==> config.mk <==
export PLATFORM = sky130hd
export DESIGN_NAME = rf_wport_arbiter
export DESIGN_NICKNAME = d
export VERILOG_FILES = /design/src/rtl/rf_wport_arbiter.sv
export SDC_FILE = /design/constraint.sdc
export NUM_CORES = 1
export LEC_CHECK = 0
export BUFFER_PORTS_ARGS = -buffer_cell sky130_fd_sc_hd__buf_2
export CAP_MARGIN = 0
export CORE_AREA = 2 2 193 157
export CTS_CLUSTER_SIZE = 25
export DETAILED_ROUTE_END_ITERATION = 12
export DIE_AREA = 0 0 195 159
export GPL_ROUTABILITY_DRIVEN = 0
export PLACE_DENSITY = 0.72
export SLEW_MARGIN = 20
export SYNTH_ARGS = -nofsm -noshare
export SYNTH_HDL_FRONTEND = slang
export SYNTH_SLANG_ARGS = --single-unit
==> constraint.sdc <==
create_clock -name clk -period 20.9 [get_ports clk]
set_input_delay 1.045 -clock clk [delete_from_list [all_inputs] [get_ports clk]]
set_output_delay 1.045 -clock clk [all_outputs]
set_load 0.05 [all_outputs]
==> src/rtl/rf_wport_arbiter.sv <==
// Write-port arbiter for the 32x32 register file: W stage has priority, MDU results
// bypass when the port is free or wait in a small in-order queue with kill tracking.
module rf_wport_arbiter #(
  parameter int DEPTH      = 2,
  parameter int STARVE_MAX = 4
) (
  input  logic        clk,
  input  logic        reset,
  input  logic        w_wr,
  input  logic [4:0]  w_a3,
  input  logic [31:0] w_wd,
  input  logic [31:0] w_pc,
  input  logic [31:0] w_instr,
  input  logic        mdu_valid,
  output logic        mdu_ready,
  input  logic [4:0]  mdu_a3,
  input  logic [31:0] mdu_wd,
  input  logic [31:0] mdu_pc,
  input  logic [31:0] mdu_instr,
  output logic        rf_wr,
  output logic [4:0]  rf_a3,
  output logic [31:0] rf_wd,
  output logic [31:0] rf_pc,
  output logic [31:0] rf_instr,
  output logic        rf_src,
  output logic [31:0] busy_mask,
  output logic        w_hold
);

  localparam int PTR_W = (DEPTH > 1) ? $clog2(DEPTH) : 1;
  localparam int CNT_W = $clog2(DEPTH + 1);
  localparam int STV_W = $clog2(STARVE_MAX + 1);

  logic [4:0]       q_a3    [DEPTH];
  logic [31:0]      q_wd    [DEPTH];
  logic [31:0]      q_pc    [DEPTH];
  logic [31:0]      q_instr [DEPTH];
  logic [DEPTH-1:0] q_vld;
  logic [DEPTH-1:0] q_kill;
  logic [PTR_W-1:0] rd_ptr;
  logic [PTR_W-1:0] wr_ptr;
  logic [CNT_W-1:0] count;
  logic [STV_W-1:0] starve;

  logic w_act;
  logic q_empty;
  logic head_vld;
  logic head_kill;
  logic head_live;
  logic ready_int;
  logic mdu_acc;
  logic mdu_live;
  logic bypass;
  logic pop;
  logic push;

  assign w_act     = w_wr && (w_a3 != 5'd0);
  assign q_empty   = (count == '0);
  assign head_vld  = q_vld[rd_ptr];
  assign head_kill = q_kill[rd_ptr];
  assign head_live = head_vld && !head_kill;
  assign ready_int = (count < CNT_W'(DEPTH));
  assign mdu_acc   = reset && mdu_valid && ready_int;
  assign mdu_live  = mdu_acc && (mdu_a3 != 5'd0);
  assign bypass    = !w_act && q_empty && mdu_live;
  // A killed head leaves without the port, even while W owns it.
  assign pop       = reset && head_vld && (head_kill || !w_act);
  assign push      = mdu_live && !bypass;

  assign mdu_ready = reset && ready_int;
  assign w_hold    = (starve == STV_W'(STARVE_MAX));

  always_comb begin
    rf_wr    = 1'b0;
    rf_src   = 1'b0;
    rf_a3    = w_a3;
    rf_wd    = w_wd;
    rf_pc    = w_pc;
    rf_instr = w_instr;
    if (reset) begin
      if (w_act) begin
        rf_wr = 1'b1;
      end else if (head_live) begin
        rf_wr    = 1'b1;
        rf_src   = 1'b1;
        rf_a3    = q_a3[rd_ptr];
        rf_wd    = q_wd[rd_ptr];
        rf_pc    = q_pc[rd_ptr];
        rf_instr = q_instr[rd_ptr];
      end else if (bypass) begin
        rf_wr    = 1'b1;
        rf_src   = 1'b1;
        rf_a3    = mdu_a3;
        rf_wd    = mdu_wd;
        rf_pc    = mdu_pc;
        rf_instr = mdu_instr;
      end
    end
  end

  always_comb begin
    busy_mask = '0;
    for (int i = 0; i < DEPTH; i++) begin
      if (q_vld[i] && !q_kill[i]) busy_mask[q_a3[i]] = 1'b1;
    end
    busy_mask[0] = 1'b0;
  end

  // Queue control state
  always_ff @(posedge clk or negedge reset) begin
    if (!reset) begin
      rd_ptr <= '0;
      wr_ptr <= '0;
      count  <= '0;
      q_vld  <= '0;
      q_kill <= '0;
      starve <= '0;
    end else begin
      // Only entries already queued are killed; a same-cycle push lands in an empty slot.
      for (int i = 0; i < DEPTH; i++) begin
        if (w_act && q_vld[i] && (q_a3[i] == w_a3)) q_kill[i] <= 1'b1;
      end
      if (pop) begin
        q_vld[rd_ptr]  <= 1'b0;
        q_kill[rd_ptr] <= 1'b0;
        rd_ptr         <= rd_ptr + PTR_W'(1);
      end
      if (push) begin
        q_vld[wr_ptr]  <= 1'b1;
        q_kill[wr_ptr] <= 1'b0;
        wr_ptr         <= wr_ptr + PTR_W'(1);
      end
      case ({push, pop})
        2'b10:   count <= count + CNT_W'(1);
        2'b01:   count <= count - CNT_W'(1);
        default: count <= count;
      endcase
      if (pop || q_empty) begin
        starve <= '0;
      end else if (head_live && w_act && !w_hold) begin
        starve <= starve + STV_W'(1);
      end
    end
  end

  // Queue payload storage
  always_ff @(posedge clk) begin
    if (push) begin
      q_a3[wr_ptr]    <= mdu_a3;
      q_wd[wr_ptr]    <= mdu_wd;
      q_pc[wr_ptr]    <= mdu_pc;
      q_instr[wr_ptr] <= mdu_instr;
    end
  end

endmodule

==> results.yml, run 1 <==
floorplanning:
  core_area_um2: 29000
  die_x_um: 195
  die-area_um2: 31000
  io_pins: 343
  num_rows: 56
  start_util_pct: 37.6
  die_y_um: 159
final_layout:
  layout-drive-gt1-share_pct: 58.9
  fill_cells: 2576
  final_nets: 1235
  final_area_um2: 13700
  layout_common_cells: "buf_2 (341), mux2_2 (222), edfxtp_1 (202)"
  syn_to_final_growth_pct: 25.4
  layout_commonest_cell: "buf_2"
worst_setup_path:
  cpPeakStageDelay_ns: 0.72
  cp-start-kind: "primary input"
  r2r-end: "count[1]"
  worstPathArrival_ns: 4.09
  path_buf_inv: 4
  r2r_start: "rd_ptr"
  path_cells: "buf_2, or4_4, o21a_1, a211oi_4, buf_4, buf_4, mux2_1, buf_2"
  crit_slowest_cell: "buf_4"
  crit_required_ns: 19.85
  critPathCaptureType: "output port"
  r2r_slack_ns: 17.60
  crit_type: "primary input to output port"
  r2r_cells: 7
  crit_fanout: 64
  crit_family: "buffers and inverters"
placement:
  post-place-ws_ns: 15.71
  dp_hpwl_um: 17400
  place_area_um2: 12900
  portBuffers: 341
timing:
  worst_slack_ns: 15.77
  worstMarginPinSlew_ns: 0.898
  tns_ns: 0
  final.min_clock_period_ns: 5.13
  rsz0062_at_grt: "false"
  setup_viol_count_final: 0
  drv_slew: 0
  max_slew_margin_pct: 40.1
  timing.final.hold_violations: 0
  finalClockSkew_ns: 0.0302
  finalCritPeriodShare_pct: 24.6
  max_freq_mhz: 195
clocking:
  clock_sinks: 213
  clk-insertion-delay-late_ns: 0.51
  cts-buffers-inserted: 23
  htreeDepth: 1
  ctsHoldBuffers: 0
  post_cts_resized: 0
  cts_max_path_buffers: 3
  root_buffer: "clkbuf_16"
  clkTransAtPathRegs_ns: 0.06
  cts_tree: "done"
  cts_setup_buffers: 0
synthesis:
  synth-async-reset-ratio_pct: 5.16
  synth_warnings: 0
  yosysSeqAreaShare_pct: 58.2
  syn-num-nets: 905
  synth.distinct_cells: 48
  synth_edf_count: 202
  synth_ff_type: "edfxtp_1"
  syn_inst: 696
  synth_top_cell_area_share_pct: 55.7
  netlist_area_um2: 10900
  syn_area_per_cell_um2: 15.7
  ys_ff_latch: 213
  yosys.area.top_type: "edfxtp_1"
  synth_area_leaders: "edfxtp_1 (56%), mux2_2 (23%), mux2_1 (8.4%)"
grt:
  met1_usage_pct: 20.3
  grt_use_met3_pct: 4.45
  grt-ovfl-total: 0
  top_usage_layer: "met2"
  grt_max_degree: 65
  first_global_vias: 7272
  antenna_found_initial: 4
  grt_pass1_wl_um: 39500
  grt.total_usage_pct: 15.7
  grt_use_met2_pct: 26.5
power:
  p_sw_share_pct: 36.3
  seqPwrFrac_pct: 34.6
  p_int_mw: 1.04
  comb_power_share_pct: 41.7
  power_frac_clock_pct: 23.7
  power_switching_mw: 0.592
  ir_worst_vdd_mv: 0.0750
  power_density_nw_per_um2: 119
  p_total_mw: 1.63
  leakagePower_nw: 5.22
drt:
  routed_wirelength_um: 25300
  drtIter0Drc: 327
  first_pass_iters: 5
  ant_nets: 0
  vias: 7135
  routedWlPerCell_um: 17.8
  viasPerCell: 5.02
  drc: 0
status:
  status: "finished clean"
flow_run:
  drv_cap: 0
hold_path:
  holdCritPathClass: "primary input to asynchronous set/reset pin"
## worst max-delay path by stage
stage / cells past startpoint / to / slack (ns) / from
after floorplan: 4 / q_kill[0] / 10.58 / reset
after detailed placement: 8 / rf_instr[28] / 15.71 / w_a3[1]
after CTS: 6 / rf_instr[28] / 15.66 / rd_ptr
after global routing: 6 / rf_instr[9] / 15.50 / rd_ptr
after global placement: 8 / rf_instr[28] / 15.83 / w_a3[1]
final: 8 / rf_instr[17] / 15.77 / w_a3[1]
## synth_stat cells (2+ instances only)
master	count
mux2_2	222
edfxtp_1	202
mux2_1	81
o22ai_1	31
clkbuf_1	27
dfrtp_1	11
xor2_1	10
buf_6	8
nand3b_1	8
nor2_1	8
inv_1	7
nand2_1	7
buf_2	6
nand3_1	5
a21oi_1	4
or3_1	4
or3b_2	4
xnor2_1	4
ha_1	3
mux2i_1	3
nor2b_1	3
a211oi_1	2
a31oi_1	2
a41oi_1	2
buf_4	2
nand2b_1	2
nand4_1	2
nor4_1	2
o211ai_1	2
o21ai_1	2
o31ai_1	2
or4_1	2
## stage by stage
| step | instances | utilization, % | hold slack (ns) |
|---|---|---|---|
| after floorplan | 696 | - | 0.484 |
| after global placement | 1378 | 44.6 | 0.505 |
| after detailed placement | 1378 | 44.6 | 0.510 |
| after CTS | 1420 | 47.1 | 0.436 |
| after global routing | 1420 | 47.1 | 0.459 |
| final | 1422 | 47.1 | 0.461 |
## power groups by stage
stage	logic (mW)	clock network, mW	registers [mW]
final	0.680	0.387	0.565
after global routing	0.723	0.415	0.572
after CTS	0.689	0.400	0.566
after detailed placement	0.686	0	0.575
after global placement	0.683	0	0.572
after floorplan	0.556	0	0.551
## layer usage
metal / part of all wire, % / vias up
met5: 0.14 / -
met4: 1.9 / 6
met3: 8.7 / 39
met2: 46 / 308
met1: 43 / 3384
li1: - / 3398
## cell type report
class | count | area [um2] | area share (%)
Clock buffer | 32 | 649 | 4.75
Inverter | 7 | 26.3 | 0.192
Multi-Input combinational cell | 432 | 4330 | 31.7
Sequential cell | 213 | 6340 | 46.4
Timing Repair Buffer | 349 | 1770 | 12.9
Tap cell | 377 | 472 | 3.45
Clock inverter | 10 | 76.3 | 0.558
Antenna cell | 2 | 5.00 | 0.0366
## cell families (layout without fill, tap and decap cells)
kind of cell	Yosys count	in the layout	synth area share [%]
AO/OA/AOI/OAI	54	54	3.28
buffers and inverters	51	398	2.45
AND/OR/NAND/NOR	54	54	3.01
flip-flops	213	213	58.2
multiplexers	306	306	31.6
other	1	3	0.0344
adder cells (fa/ha/maj)	3	3	0.344
XOR/XNOR	14	14	1.12
## flip-flops by register name, indices dropped and copies added, names as in the netlist
register / count
q_a3: 10
q_instr: 64
q_pc: 64
q_wd: 64
wr_ptr: 1
q_vld: 2
rd_ptr: 1
starve: 3
count: 2
q_kill: 2
(Power assumes the default switching activity.)
==> inputs of run 2 (changes only) <==
- ABC_AREA: not set -> 1
- CORE_AREA: 2 2 193 157 -> 2 2 201 163
- DIE_AREA: 0 0 195 159 -> 0 0 203 165
- PLACE_DENSITY: 0.72 -> 0.73
- clock period: 20.9 -> 4.38 ns (I/O delays scaled with it)
==> run 2 against run 1 <==
Effect of this change:
- final cell count increased by 65%
- first-iteration DRC count rose by 130%
- cell area is 13% higher
- via count increased by 54%
- routed wire length grew 29%
- sequential power increased to 4.7 times the previous value
- total power grew to 5.5 times the previous value
- register-to-register slack got worse by 16 ns
- combinational power grew to 6.7 times the previous value
- clock-buffer cell count shrank 3
- synthesized area grew 8.4%
- sequential share of layout area decreased by 5.5 points
- critical endpoint is now rf_pc[24]
- largest power group unchanged
==> results.yml, run 2 <==
status:
  status: "finished clean"
drt:
  first_pass_iters: 8
  ant_nets: 0
  routed_wirelength_um: 32700
  drtIter0Drc: 749
  drc: 0
  routedWlPerCell_um: 14.0
  vias: 10997
  viasPerCell: 4.70
synthesis:
  synth-async-reset-ratio_pct: 5.16
  syn_area_per_cell_um2: 7.84
  synth_common_cells: "nand2_1 (652), inv_1 (232), edfxtp_1 (202)"
  synth_warnings: 0
  syn-num-nets: 1715
  netlist_area_um2: 11800
  syn_inst: 1506
  synth_ff_type: "edfxtp_1"
  ys_ff_latch: 213
  yosysMostFrequentCell: "nand2_1"
  yosys.area.top_type: "edfxtp_1"
  synth.distinct_cells: 28
  synth_top_cell_area_share_pct: 51.4
  synth_area_leaders: "edfxtp_1 (51%), nand2_1 (21%), inv_1 (7.4%)"
  synth_edf_count: 202
  yosysSeqAreaShare_pct: 53.7
grt:
  grt_max_degree: 203
  grt-ovfl-total: 0
  first_global_vias: 10332
  antenna_found_initial: 0
  grt_pass1_wl_um: 51500
  grt.total_usage_pct: 18.9
timing:
  max_freq_mhz: 283
  worstMarginPinSlew_ns: 0.974
  setup_viol_count_final: 0
  finalClockSkew_ns: 0.0228
  hold_slack_ns: 0.143
  finalCritPeriodShare_pct: 80.7
  tns_ns: 0
  drv_slew: 0
  rsz0062_at_grt: "false"
  final.min_clock_period_ns: 3.53
  max_slew_margin_pct: 34.6
  timing.final.hold_violations: 0
worst_setup_path:
  critPathCaptureType: "output port"
  r2r-end: "count[1]"
  cp-start-kind: "flip-flop"
  worstPathArrival_ns: 3.31
  r2r_cells: 8
  r2r_start: "rd_ptr"
  crit_required_ns: 4.16
  r2r_slack_ns: 1.92
  crit_type: "flip-flop to output port"
  crit_fanout: 202
power:
  leakagePower_nw: 7.86
  power_density_nw_per_um2: 583
  ir_worst_vdd_mv: 0.834
floorplanning:
  die_x_um: 203
  num_rows: 58
  start_util_pct: 37.8
  io_pins: 343
  core_area_um2: 31300
  die-area_um2: 33500
  die_y_um: 165
clocking:
  cts_tree: "done"
  clk-insertion-delay-late_ns: 0.53
  clock_sinks: 213
  htreeDepth: 1
  root_buffer: "clkbuf_16"
  clkTransAtPathRegs_ns: 0.06
  cts-buffers-inserted: 24
  cts_max_path_buffers: 3
  cts_setup_buffers: 0
flow_run:
  drv_cap: 0
final_layout:
  syn_to_final_growth_pct: 31.2
  layout_commonest_cell: "nand2_1"
  antenna_cells: 0
  reg.largest.list: "q_instr x64, q_pc x64, q_wd x64"
  final_nets: 2114
  area.sequential_um2: 6340
  layout_common_cells: "nand2_1 (651), buf_2 (341), inv_1 (230)"
  fill_cells: 2946
  multi_input_area_um2: 4170
  layout-drive-gt1-share_pct: 20.3
placement:
  portBuffers: 341
  dp_hpwl_um: 20200
hold_path:
  holdCritPathClass: "primary input to asynchronous set/reset pin"
## run 2: kinds of logic after synthesis
logic type | Yosys count | synth area share [%]
buf+inv | 313 | 11.2
simple gates | 817 | 27.6
other cells | 1 | 0.0317
compound gates | 150 | 6.50
fa+ha+maj | 3 | 0.318
xor+xnor | 9 | 0.667
flops | 213 | 53.7
## run 2: worst max path at each step
stage | from | end | slack (ns) | cells after the start
finish | rd_ptr | rf_pc[24] | 0.85 | 10
global route | rd_ptr | rf_instr[26] | 0.64 | 10
CTS | rd_ptr | rf_pc[30] | 0.87 | 10
detailed placement | rd_ptr | rf_pc[30] | 1.43 | 10
global placement | rd_ptr | rf_instr[26] | 1.49 | 11
floorplan | count[1] | q_a3[0][0] | 1.19 | 5
## run 2: layer usage
| metal | track usage [%] | up-vias | routed length [um] |
|---|---|---|---|
| li1 | - | 5535 | - |
| met1 | 24.4 | 5022 | 14000 |
| met2 | 33.5 | 395 | 16000 |
| met3 | 2.58 | 45 | 1980 |
| met4 | 5.11 | 0 | 668 |
| met5 | 0 | - | 0 |
## run 2: repair_timing
action                                 CTS  global route
hold buffers                           102             0
resized for setup                        0             0
endpoints found under the hold margin  213             0
## run 2: area by class of cell
type	instances	share of cell area [%]
Multi-Input combinational cell	980	26.9
Inverter	233	5.69
Timing Repair Buffer	453	18.5
Sequential cell	213	40.9
Clock inverter	12	0.549
Clock buffer	29	4.00
Tap cell	420	3.39
## run 2: critical path, cell delays in order, from the launching register on
cell	delay, ns
dfrtp_4	0.87
inv_4	0.09
nand2_1	0.14
o21ai_4	0.10
nand2_8	0.08
buf_12	0.57
o21ai_0	0.18
inv_1	0.11
nand3_1	0.11
nand2_1	0.11
buf_2	0.26
## run 2: where the power goes
group          total, mW  internal (mW)  switching, mW
registers           2.67           2.49          0.178
logic               4.54           1.18           3.36
clock network       1.83           1.06          0.775
total               9.04           4.72           4.31
## run 2: through the flow
stage | setup slack, ns | util [%] | power, mW | instances | instance area, um2
floorplan | 1.19 | - | 6.22 | 1506 | 11800
global placement | 1.49 | 44.0 | 7.11 | 2197 | 13800
detailed placement | 1.43 | 44.0 | 7.19 | 2197 | 13800
CTS | 0.869 | 49.5 | 9.12 | 2340 | 15500
global route | 0.638 | 49.5 | 9.73 | 2340 | 15500
finish | 0.847 | 49.5 | 9.04 | 2340 | 15500
==> inputs of run 3 (changes only) <==
- ABC_AREA: 1 -> 0
- CORE_AREA: 2 2 201 163 -> 2 2 193 157
- DIE_AREA: 0 0 203 165 -> 0 0 195 159
- PLACE_DENSITY: 0.73 -> 0.72
- clock period: 4.38 -> 3.5 ns (I/O delays scaled with it)
==> run 3 against run 2 <==
Effect of this change:
- global-route usage is 2.6 points lower
- cell area is 4.5% lower
- sequential power is 22% higher
- final cell count is 35% lower
- via count is 31% lower
- worst hold slack better by 0.035 ns
- non-clock buffer count is 5 higher
- critical endpoint is now rf_instr[19]
- largest cell class unchanged
- highest routed layer unchanged
==> results.yml, run 3 (same netlist as run 1, synthesis figures left out) <==
power:
  power_switching_mw: 3.62
  p_total_mw: 9.85
  power_frac_clock_pct: 22.2
  leakagePower_nw: 5.69
  power_density_nw_per_um2: 665
  seqPwrFrac_pct: 33.1
  p_int_mw: 6.23
  ir_worst_vdd_mv: 0.468
  p_sw_share_pct: 36.8
  comb_power_share_pct: 44.7
drt:
  viasPerCell: 4.97
  drtIter0Drc: 301
  drc: 0
  vias: 7604
  first_pass_iters: 5
  routed_wirelength_um: 26300
  routedWlPerCell_um: 17.2
  ant_nets: 0
worst_setup_path:
  r2r_start: "count[1]"
  worstPathArrival_ns: 2.89
  path_buf_inv: 3
  crit_type: "flip-flop to output port"
  cpPeakStageDelay_ns: 0.44
  crit_slowest_cell: "dfrtp_1"
  critPathCaptureType: "output port"
  path_cells: "nor2b_1, mux2i_1, a211oi_4, buf_12, buf_12, mux2_1, buf_2"
  cp-start-kind: "flip-flop"
  crit_family: "buffers and inverters"
  cp_common_cell: "buf_12"
  startpoint: "q_vld[0]"
  crit_required_ns: 3.32
  crit_fanout: 35
grt:
  grt.total_usage_pct: 16.3
  grt_pass1_wl_um: 41300
  grt-ovfl-total: 0
  grt_use_met3_pct: 3.43
  top_usage_layer: "met2"
  first_global_vias: 8033
  grt_max_degree: 102
  met1_usage_pct: 20.9
  grt_use_met2_pct: 28.4
  antenna_found_initial: 1
floorplanning:
  die_x_um: 195
  io_pins: 343
  core_area_um2: 29000
  start_util_pct: 37.6
  die_y_um: 159
  die-area_um2: 31000
  num_rows: 56
placement:
  dp_hpwl_um: 17000
  place_area_um2: 13100
  portBuffers: 341
  post-place-ws_ns: 0.844
timing:
  max_freq_mhz: 326
  worstMarginPinSlew_ns: 0.614
  finalCritPeriodShare_pct: 87.7
  final.min_clock_period_ns: 3.07
  rsz0062_at_grt: "false"
  setup_viol_count_final: 0
  finalClockSkew_ns: 0.0113
  max_slew_margin_pct: 57.9
  tns_ns: 0
  drv_slew: 0
  worst_slack_ns: 0.431
  timing.final.hold_violations: 0
  hold_slack_ns: 0.178
clocking:
  clkTransAtPathRegs_ns: 0.06
  post_cts_resized: 0
  cts_max_path_buffers: 3
  root_buffer: "clkbuf_16"
  clk-insertion-delay-late_ns: 0.52
  cts_tree: "done"
  clock_sinks: 213
  cts-buffers-inserted: 23
  ctsHoldBuffers: 102
  htreeDepth: 1
  cts_setup_buffers: 0
hold_path:
  holdCritPathClass: "primary input to asynchronous set/reset pin"
final_layout:
  layout_commonest_cell: "buf_2"
  final_nets: 1344
  final_area_um2: 14800
  layout_common_cells: "buf_2 (341), mux2_2 (222), edfxtp_1 (202)"
  syn_to_final_growth_pct: 35.8
  reg.largest.list: "q_instr x64, q_pc x64, q_wd x64"
  layout-drive-gt1-share_pct: 53.7
flow_run:
  drv_cap: 0
status:
  status: "finished clean"
[run 3: final timing paths]
path                                     end  slack, ns  cells after the start
worst max-delay path            rf_instr[19]       0.43                      7
worst min-delay path               q_kill[0]       0.18                      3
worst max register to register   q_pc[1][27]       1.18                      5
worst min register to register      count[0]       0.57                      1
max in group asynchronous             rd_ptr       3.12                      3
min in group clk                   starve[0]       0.20                      4
[run 3: final cells by class]
class / instances / area [um2]
Timing Repair Buffer: 458 / 2950
Clock buffer: 28 / 594
Tap cell: 377 / 472
Sequential cell: 213 / 6340
Inverter: 7 / 26.3
Fill cell: 2481 / 14200
Clock inverter: 13 / 77.6
Multi-Input combinational cell: 432 / 4330
Antenna cell: 1 / 2.50
[run 3: stage by stage]
stage / util (%) / instances
6_report: 51.0 / 1529
5_1_grt: 51.0 / 1529
4_1_cts: 51.0 / 1528
3_5_place_dp: 45.2 / 1385
3_3_place_gp: 45.2 / 1385
2_1_floorplan: - / 696
[run 3: metal layers]
layer / up-vias / part of all wire, %
met2: 291 / 48
met5: - / 0
met1: 3664 / 45
met4: 0 / 1.3
met3: 27 / 6.5
li1: 3622 / -
[run 3: tightest hold or removal path, delay by kind of cell]
kind     cells  cell delay (ns)
buf+inv      3             0.88
[run 3: power by group through the flow]
stage	Combinational, mW	Clock, mW	Sequential, mW
3_5_place_dp	4.33	0	3.31
2_1_floorplan	3.33	0	3.26
6_report	4.40	2.19	3.26
3_3_place_gp	4.31	0	3.30
4_1_cts	4.45	2.26	3.26
5_1_grt	4.67	2.35	3.29
